$ cat src/rtl/bloom_window_builder_if.sv
// ---------------------------------------------------------------------------
// bloom_window_builder_if
//
// Purpose:
//   Bundles the byte-stream input and the look-ahead window output of the
//   bloom window builder into one interface.
//
// Signals:
//   data_i               stream byte
//   valid_i              data_i valid
//   startofpacket_i      first byte of a packet
//   endofpacket_i        last byte of a packet
//   ready_o              byte accepted when valid_i && ready_o
//   window_data_o        look-ahead window, index 0 = current position
//   window_valid_bytes_o number of valid window bytes, 0 = nothing presented
//   window_ready_i       downstream accepts the presented window
//   sop_err_cnt_o        saturating count of start-of-packet seen mid-packet
//
// Modports:
//   master  upstream source / downstream sink side (drives the stream bytes
//           and window_ready_i)
//   slave   the window builder itself
// ---------------------------------------------------------------------------
interface bloom_window_builder_if #(
   parameter int BYTE_W         = 8,
   parameter int MAX_STR_SIZE   = 20,
   parameter int ERR_CNT_W      = 16,
   parameter int MAX_STR_SIZE_W = $clog2(MAX_STR_SIZE) + 1
);

   logic [BYTE_W-1:0]                    data_i;
   logic                                 valid_i;
   logic                                 startofpacket_i;
   logic                                 endofpacket_i;
   logic                                 ready_o;
   logic [MAX_STR_SIZE-1:0][BYTE_W-1:0]  window_data_o;
   logic [MAX_STR_SIZE_W-1:0]            window_valid_bytes_o;
   logic                                 window_ready_i;
   logic [ERR_CNT_W-1:0]                 sop_err_cnt_o;

   modport master (
      output data_i,
      output valid_i,
      output startofpacket_i,
      output endofpacket_i,
      output window_ready_i,
      input  ready_o,
      input  window_data_o,
      input  window_valid_bytes_o,
      input  sop_err_cnt_o
   );

   modport slave (
      input  data_i,
      input  valid_i,
      input  startofpacket_i,
      input  endofpacket_i,
      input  window_ready_i,
      output ready_o,
      output window_data_o,
      output window_valid_bytes_o,
      output sop_err_cnt_o
   );

endinterface

$ cat src/rtl/bloom_window_builder.sv
// ---------------------------------------------------------------------------
// bloom_window_builder
//
// Purpose:
//   Turns a packet-delimited byte stream (one byte per cycle) into the
//   sliding look-ahead window used by the bloom search engine. For every
//   byte position of a packet that still has at least MIN_STR_SIZE bytes
//   left, the next up-to-MAX_STR_SIZE bytes are presented together with a
//   count of how many of them are valid.
//
// Ports:
//   clk_i    clock
//   rst_n_i  asynchronous active-low reset (synchronous release expected)
//   bus      bloom_window_builder_if.slave
//              in : data_i, valid_i, startofpacket_i, endofpacket_i,
//                   window_ready_i
//              out: ready_o, window_data_o, window_valid_bytes_o,
//                   sop_err_cnt_o
//
// Parameters:
//   BYTE_W          bits per byte
//   MAX_STR_SIZE    window length in bytes
//   MIN_STR_SIZE    shortest string searched; shorter tails are discarded
//   ERR_CNT_W       width of the start-of-packet error counter
//   MAX_STR_SIZE_W  width of the valid-byte count
// ---------------------------------------------------------------------------
module bloom_window_builder #(
   parameter int BYTE_W         = 8,
   parameter int MAX_STR_SIZE   = 20,
   parameter int MIN_STR_SIZE   = 3,
   parameter int ERR_CNT_W      = 16,
   parameter int MAX_STR_SIZE_W = $clog2(MAX_STR_SIZE) + 1
) (
   input  logic                   clk_i,
   input  logic                   rst_n_i,
   bloom_window_builder_if.slave  bus
);

   // FILL: packet open, still collecting bytes.
   // DRAIN: end-of-packet byte stored, remaining windows are being emitted.
   typedef enum logic {
      S_FILL  = 1'b0,
      S_DRAIN = 1'b1
   } state_t;

   localparam logic [MAX_STR_SIZE_W-1:0] C_MAX = MAX_STR_SIZE_W'(MAX_STR_SIZE);
   localparam logic [MAX_STR_SIZE_W-1:0] C_MIN = MAX_STR_SIZE_W'(MIN_STR_SIZE);
   localparam logic [MAX_STR_SIZE_W-1:0] C_ONE = MAX_STR_SIZE_W'(1);

   state_t                               r_state;
   state_t                               w_stateNext;
   logic [MAX_STR_SIZE_W-1:0]            r_cnt;
   logic [MAX_STR_SIZE_W-1:0]            w_cntNext;
   logic [MAX_STR_SIZE-1:0][BYTE_W-1:0]  r_buf;
   logic [MAX_STR_SIZE-1:0][BYTE_W-1:0]  w_bufNext;
   logic [ERR_CNT_W-1:0]                 r_sopErrCnt;
   logic [ERR_CNT_W-1:0]                 w_sopErrCntNext;

   logic                                 w_present;
   logic                                 w_wx;
   logic                                 w_ready;
   logic                                 w_bx;

   // Handshake decode. A window is presented once the buffer is full while
   // the packet is still open, or during drain while the tail is still at
   // least MIN_STR_SIZE long. Because a window transfer frees a slot in the
   // same cycle, ready_o looks at window_ready_i combinationally so that a
   // full buffer can keep streaming one byte per cycle. Holding ready_o low
   // while rst_n_i is low keeps upstream from handing over bytes that the
   // reset would throw away.
   always_comb begin
      w_present = ((r_state == S_FILL)  && (r_cnt == C_MAX)) ||
                  ((r_state == S_DRAIN) && (r_cnt >= C_MIN));
      w_wx      = w_present && bus.window_ready_i;
      w_ready   = rst_n_i && (r_state == S_FILL) && ((r_cnt < C_MAX) || w_wx);
      w_bx      = bus.valid_i && w_ready;
   end

   // Next-state and datapath update. Ordering inside the cycle matters:
   // a window transfer shifts the buffer down first, then an accepted byte
   // lands in the first free slot of the already-shifted buffer. Shifting in
   // zeros at the top keeps every slot at or above cnt reading as zero, so
   // the window never exposes stale bytes of an earlier packet.
   //
   // A start-of-packet on a byte arriving while bytes are still held means
   // the previous packet lost its end marker: everything held is dropped,
   // the new byte becomes position 0, and the error counter bumps (sticking
   // at all-ones instead of wrapping).
   //
   // Once the drain tail is too short to search, the whole buffer is
   // cleared in a single cycle and the builder reopens for the next packet.
   always_comb begin
      w_stateNext     = r_state;
      w_cntNext       = r_cnt;
      w_bufNext       = r_buf;
      w_sopErrCntNext = r_sopErrCnt;

      if ((r_state == S_DRAIN) && (r_cnt < C_MIN)) begin
         w_stateNext = S_FILL;
         w_cntNext   = '0;
         w_bufNext   = '0;
      end else begin
         if (w_wx) begin
            w_bufNext = r_buf >> BYTE_W;
            w_cntNext = r_cnt - C_ONE;
         end

         if (w_bx) begin
            if (bus.startofpacket_i && (r_cnt != '0)) begin
               w_bufNext    = '0;
               w_bufNext[0] = bus.data_i;
               w_cntNext    = C_ONE;
               if (r_sopErrCnt != '1) begin
                  w_sopErrCntNext = r_sopErrCnt + ERR_CNT_W'(1);
               end
            end else begin
               for (int k = 0; k < MAX_STR_SIZE; k++) begin
                  if (w_cntNext == MAX_STR_SIZE_W'(k)) begin
                     w_bufNext[k] = bus.data_i;
                  end
               end
               w_cntNext = w_cntNext + C_ONE;
            end

            if (bus.endofpacket_i) begin
               w_stateNext = S_DRAIN;
            end
         end
      end
   end

   // State register. Reset clears everything immediately, which also drops
   // any windows still waiting to be drained.
   always_ff @(posedge clk_i or negedge rst_n_i) begin
      if (!rst_n_i) begin
         r_state     <= S_FILL;
         r_cnt       <= '0;
         r_buf       <= '0;
         r_sopErrCnt <= '0;
      end else begin
         r_state     <= w_stateNext;
         r_cnt       <= w_cntNext;
         r_buf       <= w_bufNext;
         r_sopErrCnt <= w_sopErrCntNext;
      end
   end

   // Output drive. The window contents are simply the buffer; the count is
   // forced to zero whenever no window is being offered.
   assign bus.ready_o              = w_ready;
   assign bus.window_data_o        = r_buf;
   assign bus.window_valid_bytes_o = w_present ? r_cnt : '0;
   assign bus.sop_err_cnt_o        = r_sopErrCnt;

endmodule
$ cat src/flat_wrapper.sv
// flat-port wrapper written by rule: the top's interface ports become plain ports
module bloom_window_builder_flat 
#(
   parameter int BYTE_W         = 8,
   parameter int MAX_STR_SIZE   = 20,
   parameter int MIN_STR_SIZE   = 3,
   parameter int ERR_CNT_W      = 16,
   parameter int MAX_STR_SIZE_W = $clog2(MAX_STR_SIZE) + 1
)
  (clk_i, rst_n_i, bus_data_i, bus_valid_i, bus_startofpacket_i, bus_endofpacket_i, bus_window_ready_i, bus_ready_o, bus_window_data_o, bus_window_valid_bytes_o, bus_sop_err_cnt_o);
  bloom_window_builder_if #(.BYTE_W(BYTE_W), .MAX_STR_SIZE(MAX_STR_SIZE), .ERR_CNT_W(ERR_CNT_W), .MAX_STR_SIZE_W(MAX_STR_SIZE_W)) bus_i ();
  input  logic clk_i;
  input  logic rst_n_i;
  input wire logic [$bits(bus_i.data_i)-1:0] bus_data_i;
  input wire logic [$bits(bus_i.valid_i)-1:0] bus_valid_i;
  input wire logic [$bits(bus_i.startofpacket_i)-1:0] bus_startofpacket_i;
  input wire logic [$bits(bus_i.endofpacket_i)-1:0] bus_endofpacket_i;
  input wire logic [$bits(bus_i.window_ready_i)-1:0] bus_window_ready_i;
  output wire logic [$bits(bus_i.ready_o)-1:0] bus_ready_o;
  output wire logic [$bits(bus_i.window_data_o)-1:0] bus_window_data_o;
  output wire logic [$bits(bus_i.window_valid_bytes_o)-1:0] bus_window_valid_bytes_o;
  output wire logic [$bits(bus_i.sop_err_cnt_o)-1:0] bus_sop_err_cnt_o;
  assign bus_i.data_i = bus_data_i;
  assign bus_i.valid_i = bus_valid_i;
  assign bus_i.startofpacket_i = bus_startofpacket_i;
  assign bus_i.endofpacket_i = bus_endofpacket_i;
  assign bus_i.window_ready_i = bus_window_ready_i;
  assign bus_ready_o = bus_i.ready_o;
  assign bus_window_data_o = bus_i.window_data_o;
  assign bus_window_valid_bytes_o = bus_i.window_valid_bytes_o;
  assign bus_sop_err_cnt_o = bus_i.sop_err_cnt_o;
  bloom_window_builder #(.BYTE_W(BYTE_W), .MAX_STR_SIZE(MAX_STR_SIZE), .MIN_STR_SIZE(MIN_STR_SIZE), .ERR_CNT_W(ERR_CNT_W), .MAX_STR_SIZE_W(MAX_STR_SIZE_W)) u_core (.clk_i(clk_i), .rst_n_i(rst_n_i), .bus(bus_i));
endmodule
$ cat config.mk
export PLATFORM = sky130hd
export DESIGN_NAME = bloom_window_builder_flat
export DESIGN_NICKNAME = d
export VERILOG_FILES = /design/src/rtl/bloom_window_builder_if.sv /design/src/rtl/bloom_window_builder.sv /design/src/flat_wrapper.sv
export SDC_FILE = /design/constraint.sdc
export NUM_CORES = 1
export LEC_CHECK = 0
export ABC_AREA = 1
export BUFFER_PORTS_ARGS = -buffer_cell sky130_fd_sc_hd__buf_4
export CORE_MARGIN = 4
export CORE_UTILIZATION = 55
export DETAILED_ROUTE_END_ITERATION = 16
export PLACE_DENSITY = 0.89
export RECOVER_POWER = 50
export SYNTH_ARGS = -nofsm -noshare
export SYNTH_HDL_FRONTEND = slang
export SYNTH_SLANG_ARGS = --single-unit
$ cat constraint.sdc
create_clock -name clk_i -period 3.77 [get_ports clk_i]
set_clock_uncertainty 0.05 [all_clocks]
set_input_delay 0.5655 -clock clk_i [delete_from_list [all_inputs] [get_ports clk_i]]
set_output_delay 0.5655 -clock clk_i [all_outputs]
set_load 0.03 [all_outputs]
-- After elaboration in Yosys (flattened, before gate mapping)
Cells that the tools add are included.
- add/sub/neg operators: 3
- multipliers: 0
- div/mod/pow operators: 0
- $lt $le $gt $ge: 3
- eq/ne operators: 21
- shifts and indexed selects: 0
- mux-type cells: 33
- bitwise gates (word level): 2
- reduce and logical (&&, ||, !) cells: 16
- operator list (operator ; count):
    two-way mux 160 bit ; 4
    two-way mux 8 bit ; 20
    equality test 6 x 4 -> 1 bit, second input constant ; 8
    two-way mux 6 bit ; 6
    equality test 6 x 5 -> 1 bit, second input constant ; 5
    equality test 6 x 3 -> 1 bit, second input constant ; 4
    adder 16 x 1 -> 16 bit, second input constant ; 1
    != test 16 bit, second input constant ; 1
    equality test 6 x 2 -> 1 bit, second input constant ; 2
    logical AND 1 bit ; 8
    adder 6 x 1 -> 6 bit, second input constant ; 1
    equality test 6 x 1 -> 1 bit, second input constant ; 1
    greater-or-equal comparator 6 x 2 -> 1 bit, second input constant ; 1
    logical NOT 6 bit ; 1
    less-than comparator 6 x 2 -> 1 bit, second input constant ; 1
    less-than comparator 6 x 5 -> 1 bit, second input constant ; 1
    nonzero test 6 bit ; 1
    subtractor 6 x 1 -> 6 bit, second input constant ; 1
    AND reduction 4 bit ; 1
    nonzero test 2 bit ; 2
    two-way mux 1 bit ; 3
    logical OR 1 bit ; 2
    inverter 1 bit ; 2
    AND reduction 2 bit ; 1
- flip-flop bits (word level): 183
- bits in latches: 0
- RAM bits: 0
- memory bits (read-only): 0
- input bits: 14
- output and inout bits: 183
- memories kept: 0

-- Depth between registers and ports, before layout
- word-level depth: 11
- mapped depth: 16
- depth with buffers taken out: 16

-- Worst setup path before layout
OpenSTA, ideal clock, no wires.
- kind: register to register
- start point: register u_core.r_cnt[0]
- end point: register u_core.r_buf, in the netlist u_core.bus.window_data_o[144]
- library setup time: 0.118 ns
- arrival: 2.192 ns
- path slack: 1.410 ns
- stages on the path, launching flop included: 17
- path buffers: 1
- period minus slack after synthesis: 2.360 ns
- cells stage by stage: dfrtp_1 > inv_1 > ha_1 > nand2_1 > clkinv_1 > nand3_1 > nand2_2 > nand3_4 > nand2_1 > nand2_1 > inv_2 > nand2_1 > nor2_4 > buf_4 > nand3_1 > nand3_1 > nand2_1
- RTL lines (what ; RTL line ; source):
    start: declaration ; bloom_window_builder.sv:52 ; logic [MAX_STR_SIZE_W-1:0] r_cnt;
    start signal: assignment ; bloom_window_builder.sv:142 ; r_cnt <= w_cntNext;
    end signal: assignment ; bloom_window_builder.sv:143 ; r_buf <= w_bufNext;
    end: declaration ; bloom_window_builder.sv:54 ; logic [MAX_STR_SIZE-1:0][BYTE_W-1:0] r_buf;

==> results.json <==
{
  "initial_core_util_pct": 56.35,
  "ys_ff_latch": 183,
  "ys_types": 33,
  "power_leakage_nw": 7.846,
  "clockRootBuffer": "clkbuf_16",
  "synth_top_area_share_pct": 39.90,
  "grt_pass1_vias": 10920,
  "antenna_found_initial": 0,
  "power_frac_clock_pct": 17.9,
  "grt_use_met1_pct": 39.68,
  "post_drt_wl_per_cell_um": 18.41,
  "routabilityCongestion": 0.8707,
  "mostFrequentLayoutCell": "nand2_1",
  "worstMarginPinSlew_ns": 2.570,
  "power_mw": 10.08,
  "start_kind": "flip-flop",
  "end_kind": "flip-flop",
  "gr-max-usage-layer": "met2",
  "fp.dieW_um": 152.5,
  "arrival_ns": 3.63,
  "pin_count": 197,
  "worstPathMaxFanout": 93,
  "rsz0062_at_grt": "no",
  "worstHoldStart": "bus_endofpacket_i",
  "num_antenna_cells": 0,
  "met3_usage_pct": 5.510,
  "net-switching-power_mw": 5.049,
  "seq_area_frac_synth_pct": 39.90,
  "tritoncts": "yes",
  "synth_nets": 1481,
  "synthesis.area_um2": 11480,
  "nets": 1623,
  "powerDensity_nw_per_um2": 760.5,
  "dieArea_um2": 23240,
  "crit_start": "u_core.r_cnt[0]",
  "io_buffers": 196,
  "cts_sinks": 183,
  "grt_max_degree": 184,
  "cts_buffers": 17,
  "holdWs_ns": 0.3083,
  "syn_inst": 1463,
  "row_count": 52,
  "layout-drive-gt1-share_pct": 20.15,
  "die_h_um": 152.5,
  "mostFrequentLayoutCells": "410 x nand2_1, 325 x nand3_1, 183 x dfrtp_1",
  "maxSlewViolCount": 184,
  "hold_viol": 0,
  "status": "finished, violations left",
  "clockBufferDepth": 2,
  "route.detailed.drc": 0,
  "grt_pass1_wl_um": 56570,
  "area_growth_pct": 15.48,
  "violations": "capacitance limit, slew limit",
  "setup_violations": 0,
  "crit_type": "flip-flop to flip-flop",
  "fmax_mhz": 296.6,
  "maxCapViolCount": 1,
  "min_period_ns": 3.372,
  "relSlewSlack_pct": -71.31,
  "vias_per_cell": 5.962,
  "cts_resized": 0,
  "grt_use_met2_pct": 46.44,
  "postCtsSetupBuffers": 0,
  "grt_usage_pct": 29.24,
  "hold_class": "primary input to flip-flop",
  "seq_power_share_pct": 29.8,
  "swShare_pct": 50.09,
  "drt_iter0_markers": 1256,
  "synth_area_leader_cell": "dfrtp_1",
  "synth_warnings": 0,
  "internal_power_mw": 5.030,
  "cp.required_ns": 4.03,
  "cts-htree-levels": 4,
  "wl_um": 34760,
  "vias": 11260,
  "clk_latency_ns": 0.44,
  "clkTransAtPathRegs_ns": 0.06,
  "yosys-top-cells-area": "dfrtp_1 40%, nand3_1 14%, nand2_1 13%",
  "overflow": 0,
  "core_area_um2": 20360,
  "rr_startpoint": "u_core.r_cnt[0]",
  "comb_power_share_pct": 52.3,
  "fin_tns_setup_ns": 0,
  "ir_worst_vdd_mv": 0.5663,
  "hold_buffers": 0,
  "place_hpwl_um": 22930,
  "fill_cells": 1750,
  "avgSynthCellArea_um2": 7.844,
  "finalCritPeriodShare_pct": 89.44,
  "first_pass_iters": 7,
  "postRouteAntennaNets": 0
}
## metal layers
layer	vias up	part of all wire, %
met3	99	9.1
li1	5143	-
met1	5407	41
met2	608	47
met4	0	3.4
met5	-	0
## worst max-delay path, stage by stage, from the launching register on
cell	delay [ns]
dfrtp_1	0.40
inv_1	0.20
ha_1	0.21
nand2_1	0.06
clkinv_1	0.05
nand3_1	0.09
nand2_2	0.12
nand3_4	0.22
nand2_1	0.15
o21ai_2	0.10
nor2_4	0.18
buf_12	0.36
nand3_1	0.56
a21oi_1	0.35
nor2_1	0.08
## through the flow
| step | setup WS [ns] | std cells | utilization, % | area (um^2) |
|---|---|---|---|---|
| after floorplan | 1.410 | 1463 | - | 11480 |
| after global placement | 0.6360 | 1856 | 64.00 | 13030 |
| after detailed placement | 0.5673 | 1856 | 64.00 | 13030 |
| after CTS | 0.5160 | 1888 | 66.85 | 13610 |
| after global routing | 0.1679 | 1888 | 65.08 | 13250 |
| final | 0.3980 | 1888 | 65.08 | 13250 |
## synthesized netlist by cell type
library cell and n:
a21oi_1 11, a22o_1 1, buf_1 2, buf_2 19, buf_4 16, buf_6 1
clkbuf_1 46, clkinv_1 11, dfrtp_1 183, ha_1 4, inv_1 31, inv_2 5
mux2i_1 136, nand2_1 411, nand2_2 12, nand3_1 325, nand3_2 1, nand3_4 1
nand4_1 6, nor2_1 33, nor2_2 3, nor2_4 15, nor3_1 4, nor4_1 1
nor4b_1 1, o21ai_0 24, o21ai_1 1, o21ai_2 4, o21ai_4 1, o22ai_1 1
or2_2 136, xnor2_1 9, xor2_1 8
## cell type report
class                           count  area [um^2]  share of cell area [%]
Clock buffer                       21        460.4                   3.474
Clock inverter                     11        121.4                  0.9158
Inverter                           47        176.4                   1.331
Multi-Input combinational cell   1149         6331                   47.77
Sequential cell                   183         4579                   34.55
Tap cell                          270        337.8                   2.549
Timing Repair Buffer              207         1246                   9.403
## power by group through the flow
stage               Sequential (mW)  Clock, mW  Combinational [mW]
floorplan                      3.71          0                3.03
global placement               3.01          0                5.28
detailed placement             3.01          0                5.41
CTS                            2.98       1.82                5.44
global route                   3.04       1.90                5.72
finish                         3.00       1.81                5.27
## logic make-up (layout without fill, tap and decap cells)
logic type	count (synthesis)	count (layout)	share of synthesized area [%]
xor+xnor	17	17	1.297
simple gates	949	949	39.27
flops	183	183	39.90
buf+inv	131	286	5.081
fa+ha+maj	4	4	0.4361
mux	136	136	11.86
compound gates	43	43	2.148
## path summary, 6_finish.rpt
check / to / depth (start not counted) / slack (ns)
worst min register to register: u_core.bus.sop_err_cnt_o[5] / 1 / 0.47
min in group asynchronous: u_core.bus.sop_err_cnt_o[2] / 2 / 1.05
max in group asynchronous: u_core.r_cnt[0] / 2 / 1.03
worst max-delay path: u_core.bus.window_data_o[3] / 14 / 0.40
worst max register to register: u_core.bus.window_data_o[3] / 14 / 0.40
worst min-delay path: u_core.r_state / 2 / 0.31
## sequential cells by signal (all words and copies together) (netlist names)
| signal | count |
|---|---|
| u_core.bus.window_data_o | 160 |
| u_core.r_cnt | 6 |
| u_core.bus.sop_err_cnt_o | 16 |
| u_core.r_state | 1 |
(Power assumes the default switching activity.)
